==> config.mk <==
export PLATFORM = sky130hd
export DESIGN_NAME = pc_fetch_ctrl
export DESIGN_NICKNAME = d
export VERILOG_FILES = /design/src/rtl/riscv_pkg.sv /design/src/rtl/pc_fetch_ctrl_plus4.sv /design/src/rtl/pc_fetch_ctrl.sv
export SDC_FILE = /design/constraint.sdc
export NUM_CORES = 1
export LEC_CHECK = 0
export CAP_MARGIN = 20
export CORE_MARGIN = 2
export CORE_UTILIZATION = 46
export DETAILED_ROUTE_END_ITERATION = 10
export PLACE_DENSITY = 0.81
export SETUP_SLACK_MARGIN = 0.2
export SYNTH_ARGS = -nofsm -noshare
export SYNTH_HDL_FRONTEND = slang
export SYNTH_HIERARCHICAL = 1
export SYNTH_SLANG_ARGS = --single-unit
==> constraint.sdc <==
create_clock -name clk -period 2 [get_ports clk]
set_input_delay 0.4 -clock clk [delete_from_list [all_inputs] [get_ports clk]]
set_output_delay 0.4 -clock clk [all_outputs]
set_load 0.05 [all_outputs]
==> src/rtl/riscv_pkg.sv <==
// Shared definitions for the instruction fetch front end.
package riscv_pkg;

    localparam int unsigned PC_INC = 4;

    typedef enum logic [1:0] {
        ST_IDLE = 2'd0,
        ST_REQ  = 2'd1,
        ST_WAIT = 2'd2,
        ST_HOLD = 2'd3
    } fetch_state_e;

endpackage

==> src/rtl/pc_fetch_ctrl_plus4.sv <==
// Sequential-PC adder shared by the PC update and the presented pc+4 value.
module PC_Plus_4
    import riscv_pkg::*;
#(
    parameter int unsigned XLEN = 32
) (
    input  logic [XLEN-1:0] pc,
    output logic [XLEN-1:0] pc_plus4_c
);

    // Wraps naturally modulo 2^XLEN.
    assign pc_plus4_c = pc + XLEN'(PC_INC);

endmodule

==> src/rtl/pc_fetch_ctrl.sv <==
// Single-outstanding instruction fetch controller: request, wait for data,
// hold the word for decode, and follow redirects with a kill on in-flight data.
module pc_fetch_ctrl
    import riscv_pkg::*;
#(
    parameter int unsigned     XLEN         = 32,
    parameter logic [XLEN-1:0] RESET_VECTOR = '0
) (
    input  logic            clk,
    input  logic            rst_n,
    input  logic            stall_i,
    input  logic            redirect_valid_i,
    input  logic [XLEN-1:0] redirect_pc_i,
    output logic            imem_req_o,
    output logic [XLEN-1:0] imem_addr_o,
    input  logic            imem_gnt_i,
    input  logic            imem_rvalid_i,
    input  logic [XLEN-1:0] imem_rdata_i,
    output logic            if_valid_o,
    output logic [XLEN-1:0] if_pc_o,
    output logic [XLEN-1:0] if_instr_o,
    output logic [XLEN-1:0] if_pc_plus4_o,
    output logic            misaligned_o
);

    fetch_state_e    state;
    fetch_state_e    state_n;
    logic [XLEN-1:0] pc;
    logic [XLEN-1:0] pc_n;
    logic [XLEN-1:0] pc_plus4;
    logic            kill;
    logic            kill_n;
    logic            latch;
    logic            consume;
    logic            redirect_take;
    logic [XLEN-1:0] redirect_target;

    logic            req_n;
    logic [XLEN-1:0] addr_n;
    logic            valid_n;
    logic [XLEN-1:0] if_pc_n;
    logic [XLEN-1:0] if_instr_n;
    logic [XLEN-1:0] if_plus4_n;
    logic            misaligned_n;

    PC_Plus_4 #(.XLEN(XLEN)) u_pc_plus_4 (
        .pc         (pc),
        .pc_plus4_c (pc_plus4)
    );

    // Redirects are ignored only in the single post-reset IDLE cycle.
    assign redirect_take   = redirect_valid_i && (state != ST_IDLE);
    assign redirect_target = {redirect_pc_i[XLEN-1:2], 2'b00};

    always_ff @(posedge clk) begin
        if (!rst_n) begin
            state <= ST_IDLE;
        end else begin
            state <= state_n;
        end
    end

    // Next state, next pc and kill tracking.
    always_comb begin
        state_n = state;
        pc_n    = pc;
        kill_n  = kill;
        latch   = 1'b0;
        consume = 1'b0;
        case (state)
            ST_IDLE: begin
                state_n = ST_REQ;
                pc_n    = RESET_VECTOR;
            end
            ST_REQ: begin
                if (redirect_take) begin
                    pc_n = redirect_target;
                end
                // A grant coinciding with a redirect leaves stale data in flight.
                if (imem_gnt_i) begin
                    state_n = ST_WAIT;
                    kill_n  = redirect_take;
                end
            end
            ST_WAIT: begin
                if (imem_rvalid_i) begin
                    if (redirect_take || kill) begin
                        state_n = ST_REQ;
                        kill_n  = 1'b0;
                        if (redirect_take) begin
                            pc_n = redirect_target;
                        end
                    end else begin
                        state_n = ST_HOLD;
                        latch   = 1'b1;
                    end
                end else if (redirect_take) begin
                    pc_n   = redirect_target;
                    kill_n = 1'b1;
                end
            end
            ST_HOLD: begin
                if (redirect_take) begin
                    pc_n    = redirect_target;
                    state_n = ST_REQ;
                end else if (!stall_i) begin
                    pc_n    = pc_plus4;
                    state_n = ST_REQ;
                    consume = 1'b1;
                end
            end
            default: begin
                state_n = ST_IDLE;
            end
        endcase
    end

    // Next values of the registered outputs.
    always_comb begin
        req_n        = (state_n == ST_REQ);
        addr_n       = pc_n;
        valid_n      = if_valid_o;
        if_pc_n      = if_pc_o;
        if_instr_n   = if_instr_o;
        if_plus4_n   = if_pc_plus4_o;
        misaligned_n = redirect_take && (redirect_pc_i[1:0] != 2'b00);
        if (redirect_take || consume) begin
            valid_n = 1'b0;
        end
        if (latch) begin
            valid_n    = 1'b1;
            if_pc_n    = pc;
            if_instr_n = imem_rdata_i;
            if_plus4_n = pc_plus4;
        end
    end

    always_ff @(posedge clk) begin
        if (!rst_n) begin
            pc            <= RESET_VECTOR;
            kill          <= 1'b0;
            imem_req_o    <= 1'b0;
            imem_addr_o   <= '0;
            if_valid_o    <= 1'b0;
            if_pc_o       <= '0;
            if_instr_o    <= '0;
            if_pc_plus4_o <= XLEN'(PC_INC);
            misaligned_o  <= 1'b0;
        end else begin
            pc            <= pc_n;
            kill          <= kill_n;
            imem_req_o    <= req_n;
            imem_addr_o   <= addr_n;
            if_valid_o    <= valid_n;
            if_pc_o       <= if_pc_n;
            if_instr_o    <= if_instr_n;
            if_pc_plus4_o <= if_plus4_n;
            misaligned_o  <= misaligned_n;
        end
    end

endmodule

Word-level counts from Yosys, hierarchy flattened --
Index checks and enable logic that the tools add are counted.
Storage, ports and cells: word-level logic and storage cells 54, bits of input ports 70, register bits 134, output and inout bits 131
Operators by class: reductions and logical operators 11, add/subtract/negate cells 1, eq/ne operators 8, muxes and demuxes 25
Operators by type and width (count):
- two-way mux 32 bit | 5
- one-hot mux 32 bit (4 select lines) | 1
- adder 32 x 3 -> 32 bit, second input constant | 1
- two-way mux 1 bit | 12
- two-way mux 2 bit | 5
- != test 3 bit, second input constant | 3
- one-hot mux 2 bit (4 select lines) | 1
- nonzero test 2 bit | 4
- equality test 2 x 1 -> 1 bit, second input constant | 2
- equality test 2 bit, second input constant | 2
- AND reduction 4 bit | 1
- logical AND 1 bit | 2
- logical NOT 2 bit | 1
- logical OR 1 bit | 2
- != test 2 bit, second input constant | 1
- one-hot mux 1 bit (2 select lines) | 1
- AND reduction 2 bit | 1

Longest topological paths before layout --
Gate-level depths: netlist of run 1.
word-level depth 7, gate-level depth with buffers 9, mapped depth without buffers 7

Modules after synthesis --
The synthesis of run 1 kept the hierarchy.
By module, submodules not included:
- pc_fetch_ctrl | area an instance 5330.1 µm², cells each 614, sequential area each 2682.6 µm², times used 1
- PC_Plus_4 | area an instance 580.6 µm², cells each 83, sequential area each 0.0 µm², times used 1

Worst setup path after synthesis of run 1 --
OpenSTA, ideal clock, no wires.
path type register to register, from register pc[2], to register pc[24], required time 1.876 ns, setup time 0.124 ns, cell stages (with the launch flop) 8, slack -0.232 ns, clock period less this slack 2.232 ns, arrival time 2.108 ns, path through dfxtp_1 -> ha_1 -> nand3_1 -> nor4_4 -> nand4_1 -> xnor2_1 -> a32oi_1 -> a21oi_1
Between the ends: longest elaborated chain between the ends 4
Ends and longest elaborated chain:
- start: declaration | RTL line pc_fetch_ctrl.sv:28 | logic [XLEN-1:0] pc;
- start signal: assignment | RTL line pc_fetch_ctrl.sv:150 | pc <= pc_n;
- adder 32 x 3 -> 32 bit | RTL line pc_fetch_ctrl_plus4.sv:12 | assign pc_plus4_c = pc + XLEN'(PC_INC);
- net pc_plus4[24] | RTL line pc_fetch_ctrl.sv:30 | logic [XLEN-1:0] pc_plus4;
- two-way mux 32 bit | RTL line pc_fetch_ctrl.sv:106 | end else if (!stall_i) begin
- two-way mux 32 bit | RTL line pc_fetch_ctrl.sv:103 | if (redirect_take) begin
- one-hot mux 32 bit (4 select lines) | RTL line pc_fetch_ctrl.sv:70 | case (state)
The timed path passes the listed nets, and every way through them passes these cells. The select of a mux whose other input is x is not followed. A chain may end at the register's enable or synchronous reset.

Worst setup path in the final report of run 1 --
from register pc[5], to register pc[25]
Same word-level chain as after synthesis.

==> run_results.csv, run 1 <==
group,metric,value,unit
power,p_leak,3.75,nW
logic_synthesis,ys_ff_latch,134,
routing,via_per_inst,5.55,
place,dpl-instance-area,8210,µm²
setup_path,cp_data_required_time,2.33,ns
logic_synthesis,synth_top_family_by_area,"compound AO/OA/AOI/OAI gates",
layout,antenna_cells,0,
clock_network,cts.path.max_buffers,2,
floorplan,rows,41,
clock_network,cts_inserted_buffers,17,
flow_run,cap_violations,0,
routing,via_count,6020,
routing,ant_nets,0,
setup_path,cpMostUsedCell,"nand4_1",
layout,fillers,987,
timing,finalSetupViolCount,1,
hold_path,hold_start,"if_pc_plus4_o[28]$_SDFFE_PN0P_",
clock_network,numClockSinks,134,
setup_path,criticalPathCategory,"reg2reg",
place,dp.final_hpwl,12.0,mm
setup_path,regToRegEndpoint,"pc[25]$_SDFFE_PN0P_",
setup_path,crit_chain,"nand4_1, nor4_4, buf_4, nand4_1, xnor2_1, a32oi_1, a21oi_1",
clock_network,clk_pin_slew,0.06,ns
logic_synthesis,syn_area_per_cell,8.48,µm²
clock_network,cts_tree,"done",
logic_synthesis,synthCells,697,
timing,period_share,1.01,
timing,clock-skew-final,0.00877,ns
logic_synthesis,synth_compound_area_frac,0.246,
layout,final_nets,976,
logic_synthesis,synth.cell_area,5910,µm²
layout,register_area,2740,µm²
routing,drc_errors,0,
power,power_frac_seq,0.436,
global_routing,overflow,0,
power,ir_drop,478,µV
layout,fin_util,0.714,
global_routing,grt_max_degree,64,
routing,dr.pass1.iters,7,
timing,fin_setup_tns,-0.0145,ns
setup_path,cp-startpoint,"pc[5]$_SDFFE_PN0P_",
logic_synthesis,synth_top_area_frac,0.454,
power,combinationalPowerShare,0.136,
logic_synthesis,ys_seq_area_frac,0.454,
setup_path,slowest_delay,0.46,ns
power,swShare,0.260,
routing,wl_per_cell,17.7,µm
power,p_clk_frac,0.428,
power,p_per_area,724,nW/µm²
clock_network,ctsHtreeMaxLevel,4,
hold_path,min_to,"if_pc_plus4_o[28]$_SDFFE_PN0P_",
hold_path,hold_class,"reg2reg",
timing,timing.hold.ws,0.446,ns
floorplan,die_x,117,µm
logic_synthesis,async_reset_ff_frac,0,
floorplan,io_pins,201,
floorplan,start_util,0.470,
routing,wl,19.2,mm
layout,area_growth_syn_to_layout,51.8,%
run_status,violations,"negative setup slack",
clock_network,clock_latency,0.42,ns
clock_network,clockRootBuffer,"clkbuf_16",
timing,fin_ws,-0.0145,ns
setup_path,timing.rr.start,"pc[5]$_SDFFE_PN0P_",
logic_synthesis,synth_xor_area_frac,0.0415,
logic_synthesis,yosys.area_share.adder,0.0127,
global_routing,grt_pass1_wl,29.6,mm
logic_synthesis,synth_fp_nets,773,
timing,rsz0062_at_grt,"yes",
floorplan,die_h,117,µm
timing,relSlewSlack,0.640,
logic_synthesis,yosys.area_share.simple,0.195,
floorplan,die_area,13800,µm²
place,place.gp.congestion,0.875,
setup_path,critical_path.endpoint_type,"flip-flop",
setup_path,path_max_fanout,4,
logic_synthesis,synth_enable_flop_cells,0,
logic_synthesis,synth_area_leaders,"dfxtp_1 45%, nand2_1 13%, a21boi_0 7.2%",
timing,finalHoldViolCount,0,
hold_path,whs_path_depth,2,
setup_path,crit_buf_inv,1,
floorplan,core-area,12600,µm²
power,p_int,4.81,mW
setup_path,arrival,2.35,ns
routing,drt_iter0_markers,470,
setup_path,startpoint_type,"flip-flop",
logic_synthesis,synth_flop_cell,"dfxtp_1",
timing,worst_slew_pin_slew,0.543,ns
global_routing,grt_pass1_vias,5947,
logic_synthesis,synth.area.mux_share,0.00169,
timing,layout_min_cycle_time,2.01,ns
logic_synthesis,yosys_warnings,6,
global_routing,antenna_found_initial,0,
setup_path,r2r_cells,7,
layout,drive_gt1_frac,0.175,
layout,fin_area,8970,µm²
logic_synthesis,yosysUniqueCellTypes,41,
timing,maxSlewViolCount,0,
layout,multiInputGateArea,3180,µm²
run_status,outcome,"finished, violations left",
power,p_switching,1.69,mW
setup_path,cpLargestDelayFamily,"simple AND/OR/NAND/NOR gates",
global_routing,grt_usage,0.263,
place,port_buffers,200,
timing,clock.fmax,0.496,GHz
setup_path,r2r_setup_slack,-0.01,ns
logic_synthesis,netlist.top_cell.by_area,"dfxtp_1",
setup_path,crit_slowest_cell,"nor4_4",
==> power groups by stage <==
stage	Sequential (mW)	Combinational, mW	Clock, mW
floorplan	3.06	0.285	0
global placement	2.87	0.831	0
detailed placement	2.88	0.847	0
CTS	2.83	0.838	2.82
global route	2.84	0.926	2.94
finish	2.83	0.884	2.78
==> logic make-up (layout without fill, tap and decap cells) <==
kind of cell    count (synthesis)  in the layout
simple gates                  264            264
compound gates                201            201
flops                         134            134
buf+inv                        63            279
xor+xnor                       28             28
fa+ha+maj                       6              6
mux                             1              1
==> per-stage QoR <==
| stage | std cells | total power [mW] | setup WS (ns) |
|---|---|---|---|
| finish | 1085 | 6.50 | -0.0145 |
| floorplan | 697 | 3.34 | 0.136 |
| CTS | 1073 | 6.48 | 0.116 |
| detailed placement | 1039 | 3.72 | -0.0562 |
| global placement | 1039 | 3.70 | -0.00300 |
| global route | 1085 | 6.71 | -0.122 |
==> tightest hold or removal path, delay by kind of cell, from the launching register on <==
| family | cells | cell delay, ns |
|---|---|---|
| simple gates | 1 | 0.05 |
| compound gates | 1 | 0.05 |
| flops | 1 | 0.30 |
==> area by class of cell <==
class,instances,share of cell area
Inverter,7,0.00293
Timing Repair Buffer,240,0.255
Clock inverter,4,0.00223
Tap cell,172,0.0240
Sequential cell,134,0.306
Multi-Input combinational cell,500,0.354
Clock buffer,28,0.0565
==> metal layers <==
| metal | track usage | vias up | share of wire |
|---|---|---|---|
| li1 | - | 2822 | - |
| met2 | 0.451 | 272 | 0.49 |
| met1 | 0.315 | 2883 | 0.41 |
| met5 | 0 | - | 0 |
| met3 | 0.0569 | 43 | 0.071 |
| met4 | 0.121 | 0 | 0.026 |
==> layout by cell type (no fill, tap or decap), types with 15 or more instances in the layout <==
cell,n
a32oi_1,30
a21oi_1,33
nand2_1,202
o31ai_1,31
dfxtp_1,108
dlygate4sd2_1,104
a21boi_1,43
dfxtp_2,15
clkbuf_16,19
a21boi_0,52
clkdlybuf4s50_1,68
buf_4,44
==> sequential cells by signal (all words and copies together) (netlist names) <==
signal         flops
if_instr_o        32
kill               1
misaligned_o       1
state              2
pc                32
if_valid_o         1
if_pc_plus4_o     32
imem_req_o         1
if_pc_o           32
==> repair_timing <==
item | 4_1_cts | 5_1_grt
pin swaps | 21 | 15
gates resized for setup | 130 | 51
setup buffers | 1 | 10
gates cloned | 1 | 2
hold buffers | 0 | 0
endpoints found under the setup margin | 208 | 131
==> Yosys cell counts, types with 2 or more instances <==
library cell and count:
xor2_1 7, and3_1 2, nor2b_1 4, nor4_4 2, xnor2_1 21, a21boi_1 39, ha_1 6, dfxtp_1 134
nand2_1 206, or2_2 2, o31ai_1 31, a21oi_1 33, o21ai_0 5, a32oi_1 30, nand4_1 11, a21o_1 2
buf_4 8, a21boi_0 57, nand3_1 11, inv_1 7, and2_1 2, clkbuf_1 25, nor2_1 11, nor3_1 3
buf_2 22
==> how the worst max path moves through the flow <==
stage | depth (start not counted) | slack (ns) | end
after global routing | 7 | -0.12 | pc[25]$_SDFFE_PN0P_
after floorplan | 7 | 0.14 | pc[28]$_SDFFE_PN0P_
final | 7 | -0.01 | pc[25]$_SDFFE_PN0P_
after detailed placement | 6 | -0.06 | kill$_SDFFE_PN0P_
after global placement | 6 | -0.003 | kill$_SDFFE_PN0P_
after CTS | 7 | 0.12 | pc[25]$_SDFFE_PN0P_
Note: power is estimated with default switching activity, not from simulation.
==> run 2: changes to the inputs <==
--- a/config.mk
+++ b/config.mk
@@ -9,6 +9,7 @@
 export CORE_MARGIN = 2
 export CORE_UTILIZATION = 46
 export DETAILED_ROUTE_END_ITERATION = 10
+export MAX_ROUTING_LAYER = met4
 export PLACE_DENSITY = 0.81
 export SETUP_SLACK_MARGIN = 0.2
 export SYNTH_ARGS = -nofsm -noshare
==> run 2 against run 1 <==
The flow still finishes with violations (negative setup slack). Hold slack about the same. Wire length about the same. Clock power about the same. Highest routed layer unchanged. Core utilization unchanged. Non-clock buffer count stayed put. Critical path depth unchanged. Count of clock-buffer cells in the layout unchanged. Largest cell class unchanged. Clock skew fell by 0.0015 ns. Maximum frequency shrank 0.69%. Largest power group unchanged.
==> run_results.csv, run 2 (synthesis results as in run 1) <==
group,metric,value,unit
place,dp.cells,1039,
setup_path,arrival,2.36,ns
setup_path,r2r_cells,7,
timing,period_share,1.01,
power,p_leak,3.75,nW
clock_network,cts.path.max_buffers,2,
global_routing,grt_max_degree,64,
setup_path,startpoint_type,"flip-flop",
layout,final_cell_count_no_fill,1085,
clock_network,cts_inserted_buffers,17,
clock_network,ctsHtreeMaxLevel,4,
place,dpl-instance-area,8210,µm²
layout,final_nets,976,
layout,mostFrequentLayoutCell,"nand2_1",
timing,maxSlewViolCount,0,
layout,drive_gt1_frac,0.173,
floorplan,die_x,117,µm
place,place.gp.congestion,0.890,
global_routing,top_usage_layer,"met2",
place,dp.final_hpwl,12.0,mm
setup_path,endpoint,"pc[25]$_SDFFE_PN0P_",
timing,worst_slew_pin_slew,0.542,ns
layout,antenna_cells,0,
floorplan,io_pins,201,
flow_run,cap_violations,0,
hold_path,hold_class,"reg2reg",
clock_network,clock_latency,0.42,ns
timing,clock-skew-final,0.00726,ns
floorplan,core-area,12600,µm²
routing,wl,19.2,mm
floorplan,start_util,0.470,
clock_network,numClockSinks,134,
setup_path,cp_data_required_time,2.33,ns
floorplan,rows,41,
routing,via_per_inst,5.54,
routing,ant_nets,0,
place,port_buffers,200,
layout,final_cell_mix,"203 x nand2_1, 108 x dfxtp_1, 102 x dlygate4sd2_1",
power,p_clk_frac,0.428,
power,combinationalPowerShare,0.136,
global_routing,met1_usage,0.320,
setup_path,r2r_setup_slack,-0.03,ns
clock_network,clockRootBuffer,"clkbuf_16",
setup_path,path_max_fanout,4,
layout,area_growth_syn_to_layout,51.8,%
setup_path,critical_path.endpoint_type,"flip-flop",
timing,finalHoldViolCount,0,
place,dp_slack,-0.0562,ns
global_routing,overflow,0,
timing,relSlewSlack,0.640,
routing,drc_errors,0,
routing,wl_per_cell,17.7,µm
power,swShare,0.260,
global_routing,antenna_found_initial,0,
global_routing,met3_usage,0.0477,
global_routing,grt_usage,0.271,
timing,clock.fmax,0.493,GHz
timing,rsz0062_at_grt,"yes",
power,p_per_area,724,nW/µm²
routing,drt_iter0_markers,472,
setup_path,cp-startpoint,"pc[5]$_SDFFE_PN0P_",
timing,finalSetupViolCount,1,
timing,fin_ws,-0.0284,ns
power,power_frac_seq,0.436,
routing,via_count,6008,
clock_network,cts_tree,"done",
timing,layout_min_cycle_time,2.03,ns
global_routing,grt_pass1_wl,29.6,mm
layout,fin_area,8970,µm²
floorplan,die_h,117,µm
setup_path,timing.rr.start,"pc[5]$_SDFFE_PN0P_",
clock_network,holdBufCountCts,0,
power,ir_drop,471,µV
setup_path,regToRegEndpoint,"pc[25]$_SDFFE_PN0P_",
run_status,outcome,"finished, violations left",
power,p_int,4.81,mW
routing,dr.pass1.iters,5,
floorplan,die_area,13800,µm²
power,p_switching,1.69,mW
global_routing,grt_pass1_vias,5956,
setup_path,criticalPathCategory,"reg2reg",
global_routing,use_met2,0.452,
clock_network,clk_pin_slew,0.06,ns
run_status,violations,"negative setup slack",
## run 2: cell count changes in the layout (fill, tap and decap cells not counted), sizes merged
| cell | before | now |
|---|---|---|
| dlygate4sd2 | 104 | 102 |
| clkbuf | 37 | 38 |
| clkdlybuf4s15 | 2 | 3 |
## run 2: critical path, stage by stage (launching register included)
cell and delay, ns:
dfxtp_4 0.35, nand4_1 0.22, nor4_4 0.47, buf_4 0.21
nand4_1 0.12, xnor2_1 0.28, a32oi_1 0.10, a21oi_1 0.18
## run 2: what timing repair did
action                                  in CTS  in global routing
pin swaps                                   21                 19
setup buffers                                1                 10
cloned                                       1                  2
resized for setup                          130                 54
endpoints found under the setup margin     208                130
## run 2: how the worst min path moves through the flow
stage / slack [ns] / to / cells past startpoint / startpoint
after floorplan: 0.51 / kill$_SDFFE_PN0P_ / 1 / kill$_SDFFE_PN0P_
after CTS: 0.43 / if_valid_o$_SDFFE_PN0P_ / 3 / rst_n
after detailed placement: 0.44 / if_pc_plus4_o[28]$_SDFFE_PN0P_ / 2 / if_pc_plus4_o[28]$_SDFFE_PN0P_
after global routing: 0.46 / if_pc_plus4_o[28]$_SDFFE_PN0P_ / 2 / if_pc_plus4_o[28]$_SDFFE_PN0P_
after global placement: 0.44 / if_instr_o[3]$_SDFFE_PN0P_ / 2 / if_instr_o[3]$_SDFFE_PN0P_
final: 0.45 / if_pc_plus4_o[28]$_SDFFE_PN0P_ / 2 / if_pc_plus4_o[28]$_SDFFE_PN0P_
## run 2: per-stage QoR
step / hold WS [ns] / setup TNS [ns] / power, mW / util
2_1_floorplan: 0.514 / 0 / 3.34 / -
3_3_place_gp: 0.439 / -0.00300 / 3.70 / 0.653
3_5_place_dp: 0.444 / -0.252 / 3.72 / 0.653
4_1_cts: 0.432 / 0 / 6.48 / 0.692
5_1_grt: 0.460 / -0.174 / 6.71 / 0.714
6_report: 0.446 / -0.0284 / 6.50 / 0.714
## run 2: layout make-up
type	count	area (µm²)
multi-input cells	500	3170
fillers	987	3600
well taps	172	215
repair buffers	240	2290
clock inverters	4	20.0
clock buffers	28	507
inverters	7	26.3
flip-flops and latches	134	2740
## run 2: routing by layer
| layer | wire length [µm] | up-vias |
|---|---|---|
| met5 | 0 | - |
| met4 | 457 | 0 |
| met3 | 1200 | 43 |
| met2 | 9540 | 259 |
| met1 | 7970 | 2879 |
| li1 | - | 2827 |
## run 2: power by group through the flow
| stage | clock network, mW | logic (mW) | registers (mW) |
|---|---|---|---|
| floorplan | 0 | 0.285 | 3.06 |
| global placement | 0 | 0.831 | 2.87 |
| detailed placement | 0 | 0.847 | 2.88 |
| CTS | 2.82 | 0.838 | 2.83 |
| global route | 2.94 | 0.927 | 2.84 |
| finish | 2.78 | 0.885 | 2.83 |
